`config.mk`:
```
export PLATFORM = sky130hd
export DESIGN_NAME = agu_job_ctrl_flat
export DESIGN_NICKNAME = d
export VERILOG_FILES = /design/src/rtl/agu_job_ctrl_if.sv /design/src/rtl/agu_job_ctrl.sv /design/src/flat_wrapper.sv
export SDC_FILE = /design/constraint.sdc
export NUM_CORES = 1
export LEC_CHECK = 0
export CORE_ASPECT_RATIO = 0.6
export CORE_UTILIZATION = 56
export CTS_CLUSTER_DIAMETER = 60
export CTS_CLUSTER_SIZE = 24
export DETAILED_ROUTE_END_ITERATION = 8
export PLACE_DENSITY = 0.84
export SKIP_LAST_GASP = 1
export SYNTH_ARGS = -nofsm -noshare
export SYNTH_HDL_FRONTEND = slang
export SYNTH_SLANG_ARGS = --single-unit
```
`constraint.sdc`:
```
create_clock -name clk -period 5.11 [get_ports clk]
set_input_delay 0.7665 -clock clk [delete_from_list [all_inputs] [get_ports clk]]
set_output_delay 0.7665 -clock clk [all_outputs]
set_load 0.01 [all_outputs]
```
`src/rtl/agu_job_ctrl_if.sv`:
```
// Handshake bundle between a job requester and agu_job_ctrl.
// The pause signal exists only when AGU_JOB_CTRL_PAUSE_EN is defined.
interface agu_job_ctrl_if #(
    parameter int BCNT = 16
);
    logic            start;
    logic [BCNT-1:0] len;
`ifdef AGU_JOB_CTRL_PAUSE_EN
    logic            pause;
`endif
    logic            agu_clr;
    logic            agu_en;
    logic            busy;
    logic            done;

    modport master (
        output start, len,
`ifdef AGU_JOB_CTRL_PAUSE_EN
        pause,
`endif
        input  agu_clr, agu_en, busy, done
    );

    modport slave (
        input  start, len,
`ifdef AGU_JOB_CTRL_PAUSE_EN
        pause,
`endif
        output agu_clr, agu_en, busy, done
    );
endinterface

```
`src/rtl/agu_job_ctrl.sv`:
```
// Job sequencer for a downstream address generator: clear, step len cycles, drain LAT cycles, pulse done.
// Optional RUN stall input enabled by defining AGU_JOB_CTRL_PAUSE_EN.
module agu_job_ctrl #(
    parameter int BCNT = 16,
    parameter int LAT  = 2
) (
    input  logic          clk,
    input  logic          clr,
    agu_job_ctrl_if.slave bus
);
    // state  | meaning
    // IDLE   | waiting for start
    // INIT   | one-cycle clear of the address generator
    // RUN    | address generator stepping, rcnt counts remaining steps
    // DRAIN  | waiting for the dependent pipeline, dcnt counts remaining cycles
    // DONE   | one-cycle completion pulse
    typedef enum logic [2:0] {
        S_IDLE,
        S_INIT,
        S_RUN,
        S_DRAIN,
        S_DONE
    } state_t;

    localparam logic [3:0] LAT_C = 4'(LAT);

    state_t          state_q, state_d;
    logic [BCNT-1:0] rcnt_q, rcnt_d;
    logic [3:0]      dcnt_q, dcnt_d;
    logic            stall;

`ifdef AGU_JOB_CTRL_PAUSE_EN
    assign stall = bus.pause;
`else
    assign stall = 1'b0;
`endif

    always_ff @(posedge clk) begin
        if (clr) begin
            state_q <= S_IDLE;
            rcnt_q  <= '0;
            dcnt_q  <= '0;
        end else begin
            state_q <= state_d;
            rcnt_q  <= rcnt_d;
            dcnt_q  <= dcnt_d;
        end
    end

    always_comb begin
        state_d = state_q;
        rcnt_d  = rcnt_q;
        dcnt_d  = dcnt_q;
        case (state_q)
            S_IDLE: begin
                if (bus.start) begin
                    if (bus.len != '0) begin
                        rcnt_d  = bus.len;
                        state_d = S_INIT;
                    end else begin
                        state_d = S_DONE;
                    end
                end
            end
            S_INIT: state_d = S_RUN;
            S_RUN: begin
                // Terminal count at 1 so a full-scale len never needs a wrap.
                if (!stall) begin
                    rcnt_d = rcnt_q - BCNT'(1);
                    if (rcnt_q == BCNT'(1)) begin
                        if (LAT_C != 4'd0) begin
                            dcnt_d  = LAT_C;
                            state_d = S_DRAIN;
                        end else begin
                            state_d = S_DONE;
                        end
                    end
                end
            end
            S_DRAIN: begin
                dcnt_d = dcnt_q - 4'd1;
                if (dcnt_q == 4'd1) begin
                    state_d = S_DONE;
                end
            end
            S_DONE:  state_d = S_IDLE;
            default: state_d = S_IDLE;
        endcase
    end

    assign bus.agu_clr = (state_q == S_INIT);
    assign bus.agu_en  = (state_q == S_RUN) && !stall;
    assign bus.busy    = (state_q != S_IDLE);
    assign bus.done    = (state_q == S_DONE);
endmodule

```
`src/flat_wrapper.sv`:
```
// flat-port wrapper written by rule: the top's interface ports become plain ports
module agu_job_ctrl_flat 
#(
    parameter int BCNT = 16,
    parameter int LAT  = 2
)
  (clk, clr, bus_start, bus_len, bus_agu_clr, bus_agu_en, bus_busy, bus_done);
  agu_job_ctrl_if #(.BCNT(BCNT)) bus_i ();
  input  logic clk;
  input  logic clr;
  input wire logic [$bits(bus_i.start)-1:0] bus_start;
  input wire logic [$bits(bus_i.len)-1:0] bus_len;
  output wire logic [$bits(bus_i.agu_clr)-1:0] bus_agu_clr;
  output wire logic [$bits(bus_i.agu_en)-1:0] bus_agu_en;
  output wire logic [$bits(bus_i.busy)-1:0] bus_busy;
  output wire logic [$bits(bus_i.done)-1:0] bus_done;
  assign bus_i.start = bus_start;
  assign bus_i.len = bus_len;
  assign bus_agu_clr = bus_i.agu_clr;
  assign bus_agu_en = bus_i.agu_en;
  assign bus_busy = bus_i.busy;
  assign bus_done = bus_i.done;
  agu_job_ctrl #(.BCNT(BCNT), .LAT(LAT)) u_core (.clk(clk), .clr(clr), .bus(bus_i));
endmodule
```
==> flow_summary_export.csv <==
group,metric,value,unit
finish,fin_nets,216,
finish,insertedDiodeCount,0,
clocking,numCtsBuffers,3,
logic_synthesis,avgSynthCellArea,7.992,um2
detailed_routing,top_layer_used,"met4",
finish,seqCellArea,460.4,um2
critical_path,required,4.34,ns
critical_path,endpoint_kind,"primary output",
logic_synthesis,synth-seq-cells,23,
placed_design,io_buffers,22,
floorplan,core_area,2245,um2
detailed_routing,drtIter0Drc,201,
timing,fin_crit_sh,0.5805,
logic_synthesis,ys_top_cells_by_area,"dfxtp_1 33%, nor2_1 4.9%, a21oi_1 4.7%, nand2_1 4.1%, o21ai_0 4.0%",
floorplan,die_h,40.49,um
pwr,power_leakage,0.5896,nW
logic_synthesis,ys.warnings.count,0,
grt,grt_first_pass_wirelength,5.706,mm
critical_path,crit_fanout,16,
clocking,clk_pin_slew,0.08,ns
placed_design,place.gp.congestion,0.9518,
clocking,worst_skew_pair.late_latency,0.27,ns
critical_path,crit_chain,"or3b_1, clkinv_2, clkdlybuf4s50_1",
timing,worst_pin_slew,0.8208,ns
logic_synthesis,seq_area_frac_synth,0.3330,
grt,grt_overflow,0,
timing,fin_tns_setup,0,ns
finish,final_area,1654,um2
detailed_routing,wl_per_cell,17.23,um
clocking,htree_levels,1,
detailed_routing,wl_met3,468,um
clocking,root_buffer,"clkbuf_8",
clocking,cts.repair.resized,0,
floorplan,initial_utilization,0.6159,
finish,final.fill_count,173,
clocking,hold_buffers,0,
placed_design,place_hpwl,2.768,mm
logic_synthesis,synth_cells,173,
detailed_routing,viasPerCell,6.770,
timing,skew,0.01028,ns
detailed_routing,dr_wl_met2,1.517,mm
logic_synthesis,synth_flop_cell,"dfxtp_1",
detailed_routing,drt_wl_total,3.825,mm
logic_synthesis,synth_top_area_share,0.3330,
finish,final_cell_count_no_fill,222,
critical_path,cp.arrival,2.20,ns
detailed_routing,met1_length,1.802,mm
logic_synthesis,synthArstFlopShare,0,
critical_path,max_stage_delay,0.59,ns
detailed_routing,ant_nets,0,
grt,antenna_found_initial,0,
critical_path,crit_path_start_kind,"flop",
finish,multi_input_area,855.8,um2
floorplan,io_pins,23,
detailed_routing,first_pass_iters,5,
pwr,p_per_area,345.9,nW/um2
placed_design,dpl_cell_area,1609,um2
logic_synthesis,synth_edf_count,0,
flow_run,drv_cap,0,
timing,max_freq,337.1,MHz
placed_design,placed_cells,218,
timing,setup_viol,0,
finish,area_growth,19.64,%
logic_synthesis,syn_nets,196,
logic_synthesis,synthDistinctLibCells,51,
floorplan,row_count,13,
pwr,irDropWorstVdd,248.5,uV
critical_path,path_delay_family,"buffers and inverters",
logic_synthesis,synthTopCellsByCount,"23 x dfxtp_1, 18 x nor2_1, 15 x nand2_1",
min_path,min_path_type,"flop to flop",
critical_path,crit_slowest_cell,"dfxtp_1",
clocking,post_cts_buffers,0,
logic_synthesis,synth_area,1383,um2
floorplan,die_w,66.15,um
clocking,cts.sinks,23,
detailed_routing,vias,1503,
critical_path,critPathBufInv,2,
timing,slew_headroom,0.4511,
logic_synthesis,yosysTopAreaCell,"dfxtp_1",
detailed_routing,drc,0,
clocking,cts_buffer_depth,2,
clocking,cts_tree,"yes",
logic_synthesis,synth_most_common_cell,"dfxtp_1",
finish,layout-drive-gt1-share,0.05729,
timing,slew_violations,0,
grt,grt_max_degree,22,
timing,fin_crit,2.966,ns
outcome,outcome,"finished, final reports clean",
grt,grt.total_usage,0.2991,
grt,grt_pass1_vias,1182,
timing,hold_violations,0,
floorplan,dieArea,2678,um2
timing,rsz0062_at_grt,"false",
critical_path,critical_path_class,"flop to primary output",
routing by layer:
layer  global-route usage  vias up
li1                     -      696
met3               0.1165        8
met2               0.4337      113
met4              0.07447        0
met5                    0        -
met1               0.4130      686
worst register-to-register path, stage by stage, from the launching register on:
cell and delay (ns):
dfxtp_1 0.49, or3b_1 0.64, clkinv_2 0.22, nand3_4 0.13, or4_1 0.46, o211ai_1 0.22, a21oi_1 0.10
final cells by class:
type,instances,share of cell area
Multi-Input combinational cell,134,0.5174
Inverter,9,0.02118
Tap cell,30,0.02269
Clock buffer,4,0.02723
Sequential cell,23,0.2784
Timing Repair Buffer,22,0.1331
metrics by stage:
stage | total power, mW | utilization | worst slack (ns) | hold WS, ns
after floorplan | 0.3866 | - | 3.097 | 0.4530
after global placement | 0.4477 | 0.7168 | 2.246 | 0.4716
after detailed placement | 0.4523 | 0.7168 | 2.302 | 0.4732
after CTS | 0.5641 | 0.7369 | 2.196 | 0.4869
after global routing | 0.6027 | 0.7369 | 2.042 | 0.5068
final | 0.5721 | 0.7369 | 2.144 | 0.4881
cells by family after synthesis:
family	Yosys count	synth area share
flip-flops	23	0.3330
XOR/XNOR	1	0.006336
AND/OR/NAND/NOR	75	0.3077
buffers and inverters	16	0.04796
AO/OA/AOI/OAI	53	0.2615
multiplexers	1	0.007240
adder cells (fa/ha/maj)	4	0.03620
sequential cells by signal (all words and copies together) (netlist names):
name / flops
u_core.state_q: 3
u_core.dcnt_q: 4
u_core.rcnt_q: 16
worst paths after layout:
check                    start           endpoint  slack, ns  cells past startpoint
max          u_core.state_q[0]         bus_agu_en       2.14                      3
min          u_core.rcnt_q[15]  u_core.rcnt_q[15]       0.49                      2
max reg2reg  u_core.state_q[1]  u_core.rcnt_q[12]       2.68                      6
min reg2reg  u_core.rcnt_q[15]  u_core.rcnt_q[15]       0.49                      2
where the power goes:
part           switching (mW)  leakage, nW  internal (mW)  total, mW
clock network          0.0567       0.0228         0.0556      0.112
registers              0.0356        0.189          0.205      0.240
logic                   0.129        0.378         0.0903      0.219
total                   0.221        0.590          0.351      0.572
cell usage in the layout, fill, tap and decap left out, types with 2 or more instances in the layout:
cell / instances
a211oi_1: 2
a21o_1: 2
a21oi_1: 13
a22oi_1: 2
a2bb2oi_1: 2
a31oi_1: 2
a32oi_1: 4
clkbuf_8: 3
clkdlybuf4s50_1: 22
dfxtp_1: 23
ha_1: 4
inv_1: 8
nand2_1: 15
nand3_1: 9
nand4_1: 2
nor2_1: 18
nor3_1: 6
nor3b_1: 2
nor4_1: 6
o211ai_1: 2
o21ai_0: 11
o311ai_0: 2
o31ai_1: 2
or2_2: 2
or4_1: 2
Power figures use the tool's default switching activity.
